### src/rtl/adda_pkg.sv
// rtl/adda_pkg.sv - shared constants, FSM encoding and helpers for the bus-tap capture controller
package adda_pkg;

    localparam int TRIG_W       = 56;
    localparam int PNUM_W       = 10;
    localparam int ADDR_W       = 32;
    localparam int DATA_W       = 32;
    localparam int OVF_W        = 8;

    // Trigger word layout: {data_match[23:0], addr_match[31:0]}
    localparam int ADDR_LSB     = 0;
    localparam int DATA_LSB     = 32;
    localparam int DATA_MATCH_W = 24;

    // Captured record: {wr, rd, addr, data}
    localparam int CAP_W        = 2 + ADDR_W + DATA_W;

    typedef enum logic [1:0] {
        ST_IDLE    = 2'b00,
        ST_ARMED   = 2'b01,
        ST_CAPTURE = 2'b10,
        ST_DONE    = 2'b11
    } state_t;

    // Saturating increment for the overflow counter.
    function automatic logic [OVF_W-1:0] sat_inc(input logic [OVF_W-1:0] v);
        return (v == {OVF_W{1'b1}}) ? v : v + {{(OVF_W-1){1'b0}}, 1'b1};
    endfunction

endpackage

### src/rtl/adda_trig_match.sv
// rtl/adda_trig_match.sv - combinational trigger comparator with data-wildcard rule
//
// Ports:
//   addr  - registered tapped address
//   data  - low DATA_MATCH_W bits of the registered tapped data
//   trig  - trigger word {data_match, addr_match}
//   hit   - address matches and (data matches or data field is zero)
module adda_trig_match
    import adda_pkg::*;
#(
    parameter int addr_width = ADDR_W,
    parameter int trig_width = TRIG_W
) (
    input  logic [addr_width-1:0]   addr,
    input  logic [DATA_MATCH_W-1:0] data,
    input  logic [trig_width-1:0]   trig,
    output logic                    hit
);

    logic [addr_width-1:0]   trig_addr;
    logic [DATA_MATCH_W-1:0] trig_data;
    logic                    addr_eq;
    logic                    data_ok;

    assign trig_addr = trig[ADDR_LSB +: addr_width];
    assign trig_data = trig[DATA_LSB +: DATA_MATCH_W];
    assign addr_eq   = (addr == trig_addr);
    // An all-zero data field means "match any data".
    assign data_ok   = (trig_data == '0) || (data == trig_data);
    assign hit       = addr_eq && data_ok;

endmodule

### src/rtl/adda_trig_capture.sv
// rtl/adda_trig_capture.sv - trigger-armed bus-tap capture controller feeding the capture FIFO
//
// Ports:
//   clk, rst_n          - clock, synchronous active-low reset
//   trig_in, pnum_in    - trigger word and window length (0 = disarm) from the VIO stage
//   bus_addr, bus_data  - tapped bus
//   bus_wr, bus_rd      - one-cycle transaction strobes
//   cap_full            - capture FIFO full
//   cap_valid, cap_data - FIFO write strobe and record {wr, rd, addr, data}
//   cap_cnt, ovf_cnt    - transactions consumed in the window, dropped transactions (saturating)
//   state_out, done     - FSM status
module adda_trig_capture
    import adda_pkg::*;
#(
    parameter int trig_width = TRIG_W,
    parameter int pnum_width = PNUM_W,
    parameter int addr_width = ADDR_W,
    parameter int data_width = DATA_W
) (
    input  logic                             clk,
    input  logic                             rst_n,
    input  logic [trig_width-1:0]            trig_in,
    input  logic [pnum_width-1:0]            pnum_in,
    input  logic [addr_width-1:0]            bus_addr,
    input  logic [data_width-1:0]            bus_data,
    input  logic                             bus_wr,
    input  logic                             bus_rd,
    input  logic                             cap_full,
    output logic                             cap_valid,
    output logic [2+addr_width+data_width-1:0] cap_data,
    output logic [pnum_width-1:0]            cap_cnt,
    output logic [OVF_W-1:0]                 ovf_cnt,
    output logic [1:0]                       state_out,
    output logic                             done
);

    // Stage 0: input register
    logic [addr_width-1:0] s0_addr;
    logic [data_width-1:0] s0_data;
    logic                  s0_wr;
    logic                  s0_rd;
    logic                  s0_txn;

    always_ff @(posedge clk) begin
        if (!rst_n) begin
            s0_addr <= '0;
            s0_data <= '0;
            s0_wr   <= 1'b0;
            s0_rd   <= 1'b0;
        end else begin
            s0_addr <= bus_addr;
            s0_data <= bus_data;
            s0_wr   <= bus_wr;
            s0_rd   <= bus_rd;
        end
    end

    // Simultaneous wr and rd is a single transaction carrying both flags.
    assign s0_txn = s0_wr | s0_rd;

    // Stage 1: match + FSM
    logic hit;

    adda_trig_match #(
        .addr_width (addr_width),
        .trig_width (trig_width)
    ) u_match (
        .addr (s0_addr),
        .data (s0_data[DATA_MATCH_W-1:0]),
        .trig (trig_in),
        .hit  (hit)
    );

    state_t                state;
    state_t                nxt_state;
    logic [pnum_width-1:0] pnum_q;
    logic [pnum_width-1:0] cnt_inc;
    logic                  pnum_zero;
    logic                  arm;
    logic                  cap_evt;

    assign pnum_zero = (pnum_in == '0);
    assign cnt_inc   = cap_cnt + {{(pnum_width-1){1'b0}}, 1'b1};

    // State register
    always_ff @(posedge clk) begin
        if (!rst_n) begin
            state <= ST_IDLE;
        end else begin
            state <= nxt_state;
        end
    end

    // Next-state logic. Abort (pnum_in == 0) takes priority over a capture
    // in the same cycle, so the aborting cycle's transaction is dropped.
    always_comb begin
        nxt_state = state;
        arm       = 1'b0;
        cap_evt   = 1'b0;
        case (state)
            ST_IDLE: begin
                if (!pnum_zero) begin
                    nxt_state = ST_ARMED;
                    arm       = 1'b1;
                end
            end
            ST_ARMED: begin
                if (pnum_zero) begin
                    nxt_state = ST_IDLE;
                end else if (s0_txn && hit) begin
                    cap_evt   = 1'b1;
                    nxt_state = (cnt_inc == pnum_q) ? ST_DONE : ST_CAPTURE;
                end
            end
            ST_CAPTURE: begin
                if (pnum_zero) begin
                    nxt_state = ST_IDLE;
                end else if (s0_txn) begin
                    cap_evt = 1'b1;
                    if (cnt_inc == pnum_q) begin
                        nxt_state = ST_DONE;
                    end
                end
            end
            ST_DONE: begin
                if (pnum_zero) begin
                    nxt_state = ST_IDLE;
                end
            end
            default: nxt_state = ST_IDLE;
        endcase
    end

    // Registered capture datapath. A transaction dropped on cap_full still
    // advances cap_cnt so the window length stays exact.
    always_ff @(posedge clk) begin
        if (!rst_n) begin
            pnum_q    <= '0;
            cap_cnt   <= '0;
            ovf_cnt   <= '0;
            cap_valid <= 1'b0;
            cap_data  <= '0;
        end else begin
            cap_valid <= cap_evt & ~cap_full;
            if (arm) begin
                pnum_q  <= pnum_in;
                cap_cnt <= '0;
                ovf_cnt <= '0;
            end
            if (cap_evt) begin
                cap_cnt <= cnt_inc;
                if (cap_full) begin
                    ovf_cnt <= sat_inc(ovf_cnt);
                end else begin
                    cap_data <= {s0_wr, s0_rd, s0_addr, s0_data};
                end
            end
        end
    end

    // Status outputs
    always_comb begin
        state_out = state;
        done      = (state == ST_DONE);
    end

endmodule
### config.mk
export PLATFORM = sky130hd
export DESIGN_NAME = adda_trig_capture
export DESIGN_NICKNAME = d
export VERILOG_FILES = /design/src/rtl/adda_pkg.sv /design/src/rtl/adda_trig_match.sv /design/src/rtl/adda_trig_capture.sv
export SDC_FILE = /design/constraint.sdc
export NUM_CORES = 1
export LEC_CHECK = 0
export CELL_PAD_IN_SITES_DETAIL_PLACEMENT = 1
export CELL_PAD_IN_SITES_GLOBAL_PLACEMENT = 2
export CORE_MARGIN = 2
export CORE_UTILIZATION = 26
export DETAILED_ROUTE_END_ITERATION = 10
export HOLD_SLACK_MARGIN = 0.05
export PLACE_DENSITY_LB_ADDON = 0.1
export SYNTH_ARGS = -nofsm -noshare
export SYNTH_HDL_FRONTEND = slang
export SYNTH_SLANG_ARGS = --single-unit
### constraint.sdc
create_clock -name clk -period 3.45 [get_ports clk]
set_input_delay 0.5175 -clock clk [delete_from_list [all_inputs] [get_ports clk]]
set_output_delay 0.5175 -clock clk [all_outputs]
set_load 0.01 [all_outputs]
==> metrics.txt <==
RD Place Congestion 0.768; slowest CP cell or4_4; Fillers 2950; Clock Latency Late Sink 0.44 ns; 1st-pass router iterations 4; DR WL/cell 18.6 um; crit path DAT 3.33 ns; Combinational Power Share 0.156; Mean Syn Cell Area 8.87 um2; r2r startpoint s0_addr[17]; Setup WS post-layout 0.392 ns; Crit Path Max Fanout 23; crit path kind in -> reg; die area about 27000 um2; first-pass GRT wire length 37200 um; P_sw 1410 uW; cts hold-fix bufs 0; Post-synth EDFFs 0; outcome finished clean; Final Max Slew Viols 0; Crit. End Element flop; VDD IR-drop max 0.264 mV; initial DRC count 220; Worst-Margin Slew 0.842 ns; cell count of the worst reg-to-reg path 8; dpl ws -0.0525 ns; clock buffer count from CTS 17; DP Cell Count 1287; Top FF cell, synth dfxtp_1; Via density 4.74; # clock sinks 163; sequential share of power 0.424; port buffer count 222; grt total ovfl 0; Yosys reg bits around 160; Synthesis Warnings 0; Routed Wire Length between 20000 and 25000 um; RR Endpoint cap_data[56]; Mapped Cells between 700 and 800; Leakage roughly 0.0035 uW; Root Buffer clkbuf_16; TritonCTS clock tree yes; sequential area share after synthesis 0.481; Clk pwr share 0.421; Worst EP required 3.73 ns; CP top delay family simple AND/OR/NAND/NOR gates; chip height ~170 um; R2R Setup Slk 0.56 ns; Cell Int Power 3380 uW; setup repair bufs after CTS 0; layout cells sized above 1 0.0600; Antenna Nets Post-Route 0; vias in the first global route 6445; pin count of the biggest net entering global routing 84; DRC viols 0; Hold Crit Class reg -> reg; Nets 1113; cts repair resizes 0; Hold Crit Start s0_data[30]; clock period minus final worst setup slack 3.06 ns; CP bufs+invs 2; Final Skew 0.0170 ns; WHS Path Cells 2; Max stage delay on crit path between 0.5 and 0.6 ns; Clock transition at path regs 0.08 ns; Slew HR 0.439; Starting Density 0.262; Switching Fraction 0.295; commonest non-fill, non-tap cell in the layout clkdlybuf4s50_1; H-tree depth 4; Power per Cell Area ~480 nW/um2; syn nets 906; Worst Hold End cap_data[30]; highest-count cells in the layout ignoring fill and taps clkdlybuf4s50_1, dfxtp_1, nand3_1; Die W 165 um; vias after detailed routing 6261; FMAX 0.327 GHz; Tcrit/Tclk final 0.887; worst path cell trace clkdlybuf4s50_1, xnor2_1, nand2_1, or3b_1, or4_4, o31a_2, buf_4, o21ai_0, a21oi_1; clock buffer depth 2; RSZ-0062 raised after global routing false; Async S/R FF share, synth 0; initial antenna violation count 5; IO Count 223; core area about 26000 um2; DP Wirelength around 17000 um; Rows 59; synth unique cells 39; count of final hold-check violations 0; # setup viols final 0; Max Cap Violations 0; element type at the critical path start primary input; total track usage 0.181; area delta synth->final 47.8%; Final Non-Filler Cells 1321; Post-Syn Area 6780 um2
==> Yosys cell counts (3+ instances only) <==
cell type	n	area share
a31oi_1	9	0.0083
nand4b_1	3	0.0039
o21a_1	4	0.0044
ha_1	7	0.013
clkbuf_1	42	0.023
nor3_1	10	0.0074
xnor2_1	48	0.062
dfxtp_1	163	0.48
nand2_1	34	0.019
nor4_1	17	0.016
and2_1	71	0.066
buf_2	8	0.0059
nor2_1	17	0.0094
nand3_1	88	0.065
inv_1	3	0.0017
nand3b_1	4	0.0044
nand4_1	17	0.016
xor2_1	25	0.032
or3_1	3	0.0028
a21oi_1	77	0.057
o21ai_0	70	0.052
a211oi_1	4	0.0044
o31a_1	5	0.0065
and3_1	13	0.012
==> power by group through the flow <==
stage | combinational, uW | clock [uW] | sequential [uW]
6_report | 746 | 2020 | 2030
4_1_cts | 762 | 2080 | 2030
2_1_floorplan | 391 | 0 | 2060
3_3_place_gp | 760 | 0 | 2070
5_1_grt | 832 | 2160 | 2040
3_5_place_dp | 758 | 0 | 2070
==> sequential cells by signal, indices dropped and copies added (netlist names), 2 cells and up <==
register,cells
cap_cnt,10
cap_data,66
ovf_cnt,8
pnum_q,10
s0_addr,32
s0_data,32
state_out,2
==> cell type report <==
class | count | area [um2] | share of cell area
flip-flops and latches | 163 | 3260 | 0.326
multi-input cells | 543 | 3280 | 0.328
inverters | 4 | 16.3 | 0.00162
diodes | 2 | 5.00 | 0.000500
well taps | 335 | 419 | 0.0418
repair buffers | 242 | 2400 | 0.240
clock buffers | 17 | 425 | 0.0425
clock inverters | 15 | 208 | 0.0207
==> worst reg2reg max path, delay by kind of cell (launching register included) <==
family	cells	cell delay [ns]
AND/OR/NAND/NOR	3	1.01
AO/OA/AOI/OAI	3	0.81
flip-flops	1	0.33
XOR/XNOR	1	0.31
buffers and inverters	1	0.27
==> cell families (layout without fill, tap and decap cells) <==
group	Yosys count	in the layout	share of synthesized area
other	0	2	0
XOR/XNOR	73	73	0.0943
AO/OA/AOI/OAI	179	179	0.146
AND/OR/NAND/NOR	282	282	0.228
buffers and inverters	58	278	0.0347
multiplexers	2	2	0.00295
adder cells (fa/ha/maj)	7	7	0.0129
flip-flops	163	163	0.481
==> per-stage QoR <==
step / setup TNS [ns] / hold WS [ns] / total power [uW] / cell area (um2) / utilization
after CTS: 0 / 0.454 / 4870 / 10000 / 0.388
final: 0 / 0.449 / 4790 / 10000 / 0.388
after global placement: -0.737 / 0.435 / 2830 / 9380 / 0.363
after floorplan: 0 / 0.429 / 2450 / 6780 / -
after detailed placement: -0.988 / 0.441 / 2830 / 9380 / 0.363
after global routing: 0 / 0.475 / 5030 / 10000 / 0.388
==> worst max path at each step <==
stage / slack, ns / end / from / depth (start not counted)
2_1_floorplan: 0.79 / ovf_cnt[5] / trig_in[5] / 9
3_3_place_gp: -0.03 / cap_data[6] / trig_in[17] / 9
3_5_place_dp: -0.05 / cap_data[4] / trig_in[5] / 9
4_1_cts: 0.41 / cap_data[56] / trig_in[5] / 9
5_1_grt: 0.23 / cap_data[56] / trig_in[17] / 9
6_report: 0.39 / cap_data[56] / trig_in[17] / 9
==> layer usage <==
| layer | vias to the layer above | track usage | wire, um |
|---|---|---|---|
| li1 | 3102 | - | - |
| met5 | - | 0 | 44 |
| met2 | 157 | 0.283 | 11200 |
| met1 | 2978 | 0.241 | 11400 |
| met4 | 6 | 0.0361 | 208 |
| met3 | 18 | 0.0659 | 1770 |
Power figures use the tool's default switching activity.
